<file path="config.mk">
export PLATFORM = sky130hd
export DESIGN_NAME = regfile_posted_flat
export DESIGN_NICKNAME = d
export VERILOG_FILES = /design/src/rtl/regfile_posted_if.sv /design/src/rtl/regfile_posted.sv /design/src/flat_wrapper.sv
export SDC_FILE = /design/constraint.sdc
export NUM_CORES = 1
export LEC_CHECK = 0
export ABC_AREA = 0
export BUFFER_PORTS_ARGS = -buffer_cell sky130_fd_sc_hd__buf_4
export CAP_MARGIN = 40
export CELL_PAD_IN_SITES_DETAIL_PLACEMENT = 2
export CELL_PAD_IN_SITES_GLOBAL_PLACEMENT = 2
export CORE_MARGIN = 2
export CORE_UTILIZATION = 35
export CTS_CLUSTER_DIAMETER = 50
export DETAILED_ROUTE_END_ITERATION = 10
export PLACE_DENSITY_LB_ADDON = 0.2
export SLEW_MARGIN = 20
export SYNTH_ARGS = -nofsm -noshare
export SYNTH_HDL_FRONTEND = slang
export SYNTH_SLANG_ARGS = --single-unit
</file>
<file path="constraint.sdc">
create_clock -name clk -period 1.85 [get_ports clk]
set_input_delay 0.0925 -clock clk [delete_from_list [all_inputs] [get_ports clk]]
set_output_delay 0.0925 -clock clk [all_outputs]
set_load 0.05 [all_outputs]
</file>
<file path="src/rtl/regfile_posted_if.sv">
// Bus bundle for regfile_posted: one write port, two read ports, taps and write-back status.
// The master drives requests; the slave (the register file) returns read data and status.
interface regfile_posted_if #(
    parameter int N     = 8,
    parameter int DEPTH = 8
);
    localparam int AW = $clog2(DEPTH);

    // we is a one-cycle write strobe with no back-pressure: each cycle with we=1 is one write.
    logic                 we;
    logic [AW-1:0]        waddr;
    logic [N-1:0]         wdata;
    logic [AW-1:0]        raddr1;
    logic [AW-1:0]        raddr2;
    logic signed [N-1:0]  rdata1;
    logic signed [N-1:0]  rdata2;
    logic signed [N-1:0]  tap_a;
    logic signed [N-1:0]  tap_b;
    logic                 wb_pending;

    modport master (
        output we, waddr, wdata, raddr1, raddr2,
        input  rdata1, rdata2, tap_a, tap_b, wb_pending
    );

    modport slave (
        input  we, waddr, wdata, raddr1, raddr2,
        output rdata1, rdata2, tap_a, tap_b, wb_pending
    );
endinterface

</file>
<file path="src/rtl/regfile_posted.sv">
// picoMIPS register file with a one-entry posted write-back stage and forwarding reads.
// Define REGFILE_WBYPASS_EN to also forward the same-cycle incoming write to the read ports.
module regfile_posted #(
    parameter int N     = 8,
    parameter int DEPTH = 8,
    parameter int AW    = $clog2(DEPTH),
    parameter int TAP_A = 2,
    parameter int TAP_B = 4
) (
    input  logic             clk,
    input  logic             reset,
    regfile_posted_if.slave  bus
);

    logic [N-1:0]  regs [DEPTH];
    logic          stage_valid;
    logic [AW-1:0] stage_addr;
    logic [N-1:0]  stage_data;
    logic          wr_ok;
    logic [AW-1:0] raddr [2];
    logic [N-1:0]  rdata [2];

    // Address 0 is hardwired zero; codes at or above DEPTH do not exist.
    function automatic logic addr_ok(input logic [AW-1:0] a);
        return (a != '0) && (int'(a) < DEPTH);
    endfunction

    assign wr_ok = bus.we && addr_ok(bus.waddr);

    // The reset controller upstream releases reset synchronously to clk.
    always_ff @(posedge clk or posedge reset) begin
        if (reset) begin
            stage_valid <= 1'b0;
            stage_addr  <= '0;
            stage_data  <= '0;
            for (int i = 0; i < DEPTH; i++) begin
                regs[i] <= '0;
            end
        end else begin
            if (stage_valid) begin
                regs[stage_addr] <= stage_data;
            end
            stage_valid <= wr_ok;
            if (wr_ok) begin
                stage_addr <= bus.waddr;
                stage_data <= bus.wdata;
            end
        end
    end

    assign raddr[0] = bus.raddr1;
    assign raddr[1] = bus.raddr2;

    always_comb begin
        for (int p = 0; p < 2; p++) begin
            rdata[p] = '0;
            if (addr_ok(raddr[p])) begin
                if (stage_valid && (stage_addr == raddr[p])) begin
                    rdata[p] = stage_data;
                end else begin
                    rdata[p] = regs[raddr[p]];
                end
`ifdef REGFILE_WBYPASS_EN
                // Incoming write wins over everything, except while reset holds the file at zero.
                if (wr_ok && !reset && (bus.waddr == raddr[p])) begin
                    rdata[p] = bus.wdata;
                end
`endif
            end
        end
    end

    assign bus.rdata1     = rdata[0];
    assign bus.rdata2     = rdata[1];
    assign bus.wb_pending = stage_valid;

    // Taps show committed contents only; an unusable tap index drives constant zero.
    generate
        if (TAP_A > 0 && TAP_A < DEPTH) begin : g_tap_a
            assign bus.tap_a = regs[TAP_A];
        end else begin : g_tap_a_zero
            assign bus.tap_a = '0;
        end
        if (TAP_B > 0 && TAP_B < DEPTH) begin : g_tap_b
            assign bus.tap_b = regs[TAP_B];
        end else begin : g_tap_b_zero
            assign bus.tap_b = '0;
        end
    endgenerate

endmodule
</file>
<file path="src/flat_wrapper.sv">
// flat-port wrapper written by rule: the top's interface ports become plain ports
module regfile_posted_flat 
#(
    parameter int N     = 8,
    parameter int DEPTH = 8,
    parameter int AW    = $clog2(DEPTH),
    parameter int TAP_A = 2,
    parameter int TAP_B = 4
)
  (clk, reset, bus_we, bus_waddr, bus_wdata, bus_raddr1, bus_raddr2, bus_rdata1, bus_rdata2, bus_tap_a, bus_tap_b, bus_wb_pending);
  regfile_posted_if #(.N(N), .DEPTH(DEPTH)) bus_i ();
  input  logic clk;
  input  logic reset;
  input wire logic [$bits(bus_i.we)-1:0] bus_we;
  input wire logic [$bits(bus_i.waddr)-1:0] bus_waddr;
  input wire logic [$bits(bus_i.wdata)-1:0] bus_wdata;
  input wire logic [$bits(bus_i.raddr1)-1:0] bus_raddr1;
  input wire logic [$bits(bus_i.raddr2)-1:0] bus_raddr2;
  output wire logic [$bits(bus_i.rdata1)-1:0] bus_rdata1;
  output wire logic [$bits(bus_i.rdata2)-1:0] bus_rdata2;
  output wire logic [$bits(bus_i.tap_a)-1:0] bus_tap_a;
  output wire logic [$bits(bus_i.tap_b)-1:0] bus_tap_b;
  output wire logic [$bits(bus_i.wb_pending)-1:0] bus_wb_pending;
  assign bus_i.we = bus_we;
  assign bus_i.waddr = bus_waddr;
  assign bus_i.wdata = bus_wdata;
  assign bus_i.raddr1 = bus_raddr1;
  assign bus_i.raddr2 = bus_raddr2;
  assign bus_rdata1 = bus_i.rdata1;
  assign bus_rdata2 = bus_i.rdata2;
  assign bus_tap_a = bus_i.tap_a;
  assign bus_tap_b = bus_i.tap_b;
  assign bus_wb_pending = bus_i.wb_pending;
  regfile_posted #(.N(N), .DEPTH(DEPTH), .AW(AW), .TAP_A(TAP_A), .TAP_B(TAP_B)) u_core (.clk(clk), .reset(reset), .bus(bus_i));
endmodule
</file>
==> summary.txt <==
Synth
  • Seq/Total Area, Yosys: between 40% and 50%
  • Synthesized flop and latch total: between 70 and 80
  • Synth area leaders: dfrtp_1 (43%), mux2_2 (16%), mux4_1 (11%)
  • Synth warn: 0
  • Syn_area_per_cell: ~14 µm²
  • Synth top area share: 42.9%
  • Synth cell types: 29
  • Area leader, netlist: dfrtp_1
  • Syn Nets: approximately 330
  • Synth Instances: around 310
  • Synthesized cell area: 4430 µm²

STA
  • Slew Viols, Final: 0
  • Period minus WS final: 1.89 ns
  • Setup violations, final: 3
  • Tcrit/Tclk final: 102%
  • Setup WS post-layout: -0.0410 ns
  • Max Clk Rate: around 530 MHz
  • Worst Max-Slew Pin Slew: around 0.43 ns
  • Clock skew: ~0.0052 ns
  • Final Hold Fails: 0
  • Unrepaired setup endpoints after global routing: true
  • Max-slew headroom: 71.0%
  • Hold Slack: roughly 0.038 ns

Cells and area
  • Total Nets Final: approximately 400
  • Core Util, Final: between 40 and 50%
  • Synthesis-to-finish area growth: 27.9%
  • Post-route cell area: between 5000 and 6000 µm²
  • Ant. Diodes: 0
  • Fraction of layout cells with a size suffix above 1: approximately 64%
  • Number of fill cells: between 1,000 and 1,500

Routing
  • DR iter-0 viols: 121
  • Total Wirelength: around 13 mm
  • Antenna-violating nets left: 0
  • Drc violations: 0
  • Via Count: about 2,900
  • Via-per-instance ratio: 5.23
  • Drt wl/cell: between 20 and 25 µm
  • DR pass1 iterations: 4

Critical path
  • Startpoint types: register
  • Delay of the slowest critical-path stage: ~0.52 ns
  • Slowest CP cell: mux4_1
  • CP cell instances: mux4_1 > mux2i_1 > a211oi_2 > buf_6
  • CP arrival: roughly 1.8 ns
  • Req. time, crit path: about 1.8 ns
  • Crit Path Max Fanout: 3
  • Kind of critical path: reg2out
  • Endpoint class of the critical path: output port

Global route
  • Initial antenna violation count: 0
  • First-pass GRT wire length: about 20 mm
  • Number of global-route vias before repair: approximately 3,300
  • Gr ovfl total: 0
  • Largest net degree at the start of global routing: 77
  • GRT Resource Usage Total: a little over a fifth

Floorplan
  • Chip Height: between 100 and 150 µm
  • Row count: 41
  • Ports: between 50 and 60
  • Die area: 13,600 µm²
  • Horiz. Die Dim: 117 µm
  • Initial core utilization: roughly 35%
  • Core box area: 12,500 µm²

Worst hold path
  • HP Class: in2reg

CTS
  • CTS tree: done
  • CTS sink cnt: 76
  • Clock root buffer: clkbuf_16
  • Clock Latency Late Sink: 0.33 ns
  • H-Tree Depth: 3
  • Worst-case clock buffer depth: 2
  • Clk pin slew, worst setup/hold paths: 0.06 ns
  • CTS buffer count: 9

Outcome
  • Status: finished, violations left
  • Failing checks: setup timing

Pwr
  • Pwr Total: 8150 µW
  • P per Cell Area: around 1400 nW/µm²
  • Lkg Pwr: 0.00245 µW
  • VDD IR max: roughly 750 µV

Place
  • Placed wire-length estimate: 8.59 mm
  • Placed instance area: approximately 5000 µm²
  • Placer Congestion: 0.763
  • Pre-CTS setup slack: approximately 0.058 ns
  • Port bufs: 52

Run
  • Max Cap Viol: 0
[layout make-up]
cell class	count	area (µm²)	area share, %
multi-input cells	193	2410	42.5
repair buffers	95	847	14.9
inverters	2	11.3	0.199
clock buffers	10	229	4.04
flip-flops and latches	76	1910	33.6
clock inverters	5	53.8	0.949
well taps	172	215	3.80
[power breakdown]
group / total [µW] / switching [µW] / leakage [µW] / internal, µW
Clock: 1710 / 677 / 0.000142 / 1030
Sequential: 2810 / 567 / 0.000940 / 2250
Combinational: 3630 / 1880 / 0.00137 / 1750
Total: 8150 / 3130 / 0.00245 / 5020
[synth_stat cells]
cell type	count
nor3_4	1
nor3_2	1
nand4b_1	2
mux4_1	18
mux4_2	14
mux2_2	64
xnor2_1	6
o21ai_0	1
buf_12	2
inv_1	1
nor3b_4	2
nor2_1	16
nand4_1	1
buf_6	9
buf_4	19
o31ai_1	1
nand2_1	25
clkinv_1	1
nor3_1	2
nand4b_2	1
a22o_1	3
buf_2	2
clkbuf_1	9
dfrtp_1	76
a211oi_1	14
nand4_2	2
nand2b_4	1
mux2i_1	16
a211oi_2	2
[flip-flops by register name, summed over array words and instances (netlist names)]
signal / flops
u_core.stage_data: 8
u_core.regs: 48
u_core.bus.tap_b: 8
u_core.stage_addr: 3
u_core.bus.wb_pending: 1
u_core.bus.tap_a: 8
[metal layers]
metal	vias to the layer above	track usage, %	share of wire (%)
met5	-	0	0
met4	0	5.41	1.3
met3	10	3.01	2.3
met2	50	36.9	53
met1	1557	27.1	43
li1	1276	-	-
[cells by family (layout without fill, tap and decap cells)]
family | after synthesis | after routing | share of synthesized area (%)
AOI/OAI and AO/OA | 21 | 21 | 3.81
muxes | 112 | 112 | 37.7
buffers and inverters | 43 | 112 | 7.56
xor gates and xnor gates | 6 | 6 | 1.19
and+or+nand+nor | 54 | 54 | 6.89
DFF | 76 | 76 | 42.9
[through the flow]
step           TNS, ns  std cells
2_1_floorplan    -1.95        312
3_5_place_dp         0        522
3_3_place_gp         0        522
5_1_grt         -0.764        553
4_1_cts        -0.0895        552
6_report       -0.0507        553
[critical path: cells and delay by family, from the launching register on]
family / cells / cell delay (ns)
muxes: 2 / 0.78
DFF: 1 / 0.40
buffers and inverters: 1 / 0.16
AOI/OAI and AO/OA: 1 / 0.12
[cells in the final DEF (no fill, tap or decap), types with 2 or more instances in the layout]
master and n:
a211oi_2 10, a211oi_4 6, a22o_1 3, buf_12 4, buf_4 65, buf_6 15
clkbuf_16 9, clkinv_2 3, dfrtp_1 72, dfrtp_2 4, dlygate4sd3_1 11, mux2_2 64
mux2i_1 6, mux2i_2 5, mux2i_4 5, mux4_1 4, mux4_2 28, nand2_1 25
nand4_2 2, nand4b_1 2, nor2_1 8, nor2_2 8, nor3_2 3, nor3b_4 2
xnor2_2 5
[timing repair]
action / CTS / global route
gates resized for setup: 39 / 24
cloned: 0 / 0
setup endpoints to repair: 16 / 21
hold endpoints to repair: 86 / 0
hold buffers: 11 / 0
pin swaps: 11 / 1
buffers inserted: 4 / 1
[path summary, 6_finish.rpt]
kind                                                   from                          endpoint  slack [ns]  depth (start not counted)
min in group asynchronous                             reset  u_core.stage_data[6]$_DFFE_PP0P_        0.43                          4
setup / recovery                u_core.regs[35]$_DFFE_PP0P_                     bus_rdata1[3]       -0.04                          4
max in group asynchronous                             reset  u_core.stage_addr[1]$_DFFE_PP0P_        1.08                          4
hold / removal                                 bus_waddr[0]  u_core.stage_addr[0]$_DFFE_PP0P_        0.04                          2
hold reg to reg                 u_core.regs[60]$_DFFE_PP0P_       u_core.regs[60]$_DFFE_PP0P_        0.53                          1
setup reg to reg           u_core.stage_addr[0]$_DFFE_PP0P_   u_core.bus.tap_a[3]$_DFFE_PP0P_        0.11                          5
Note: power is estimated with default switching activity, not from simulation.
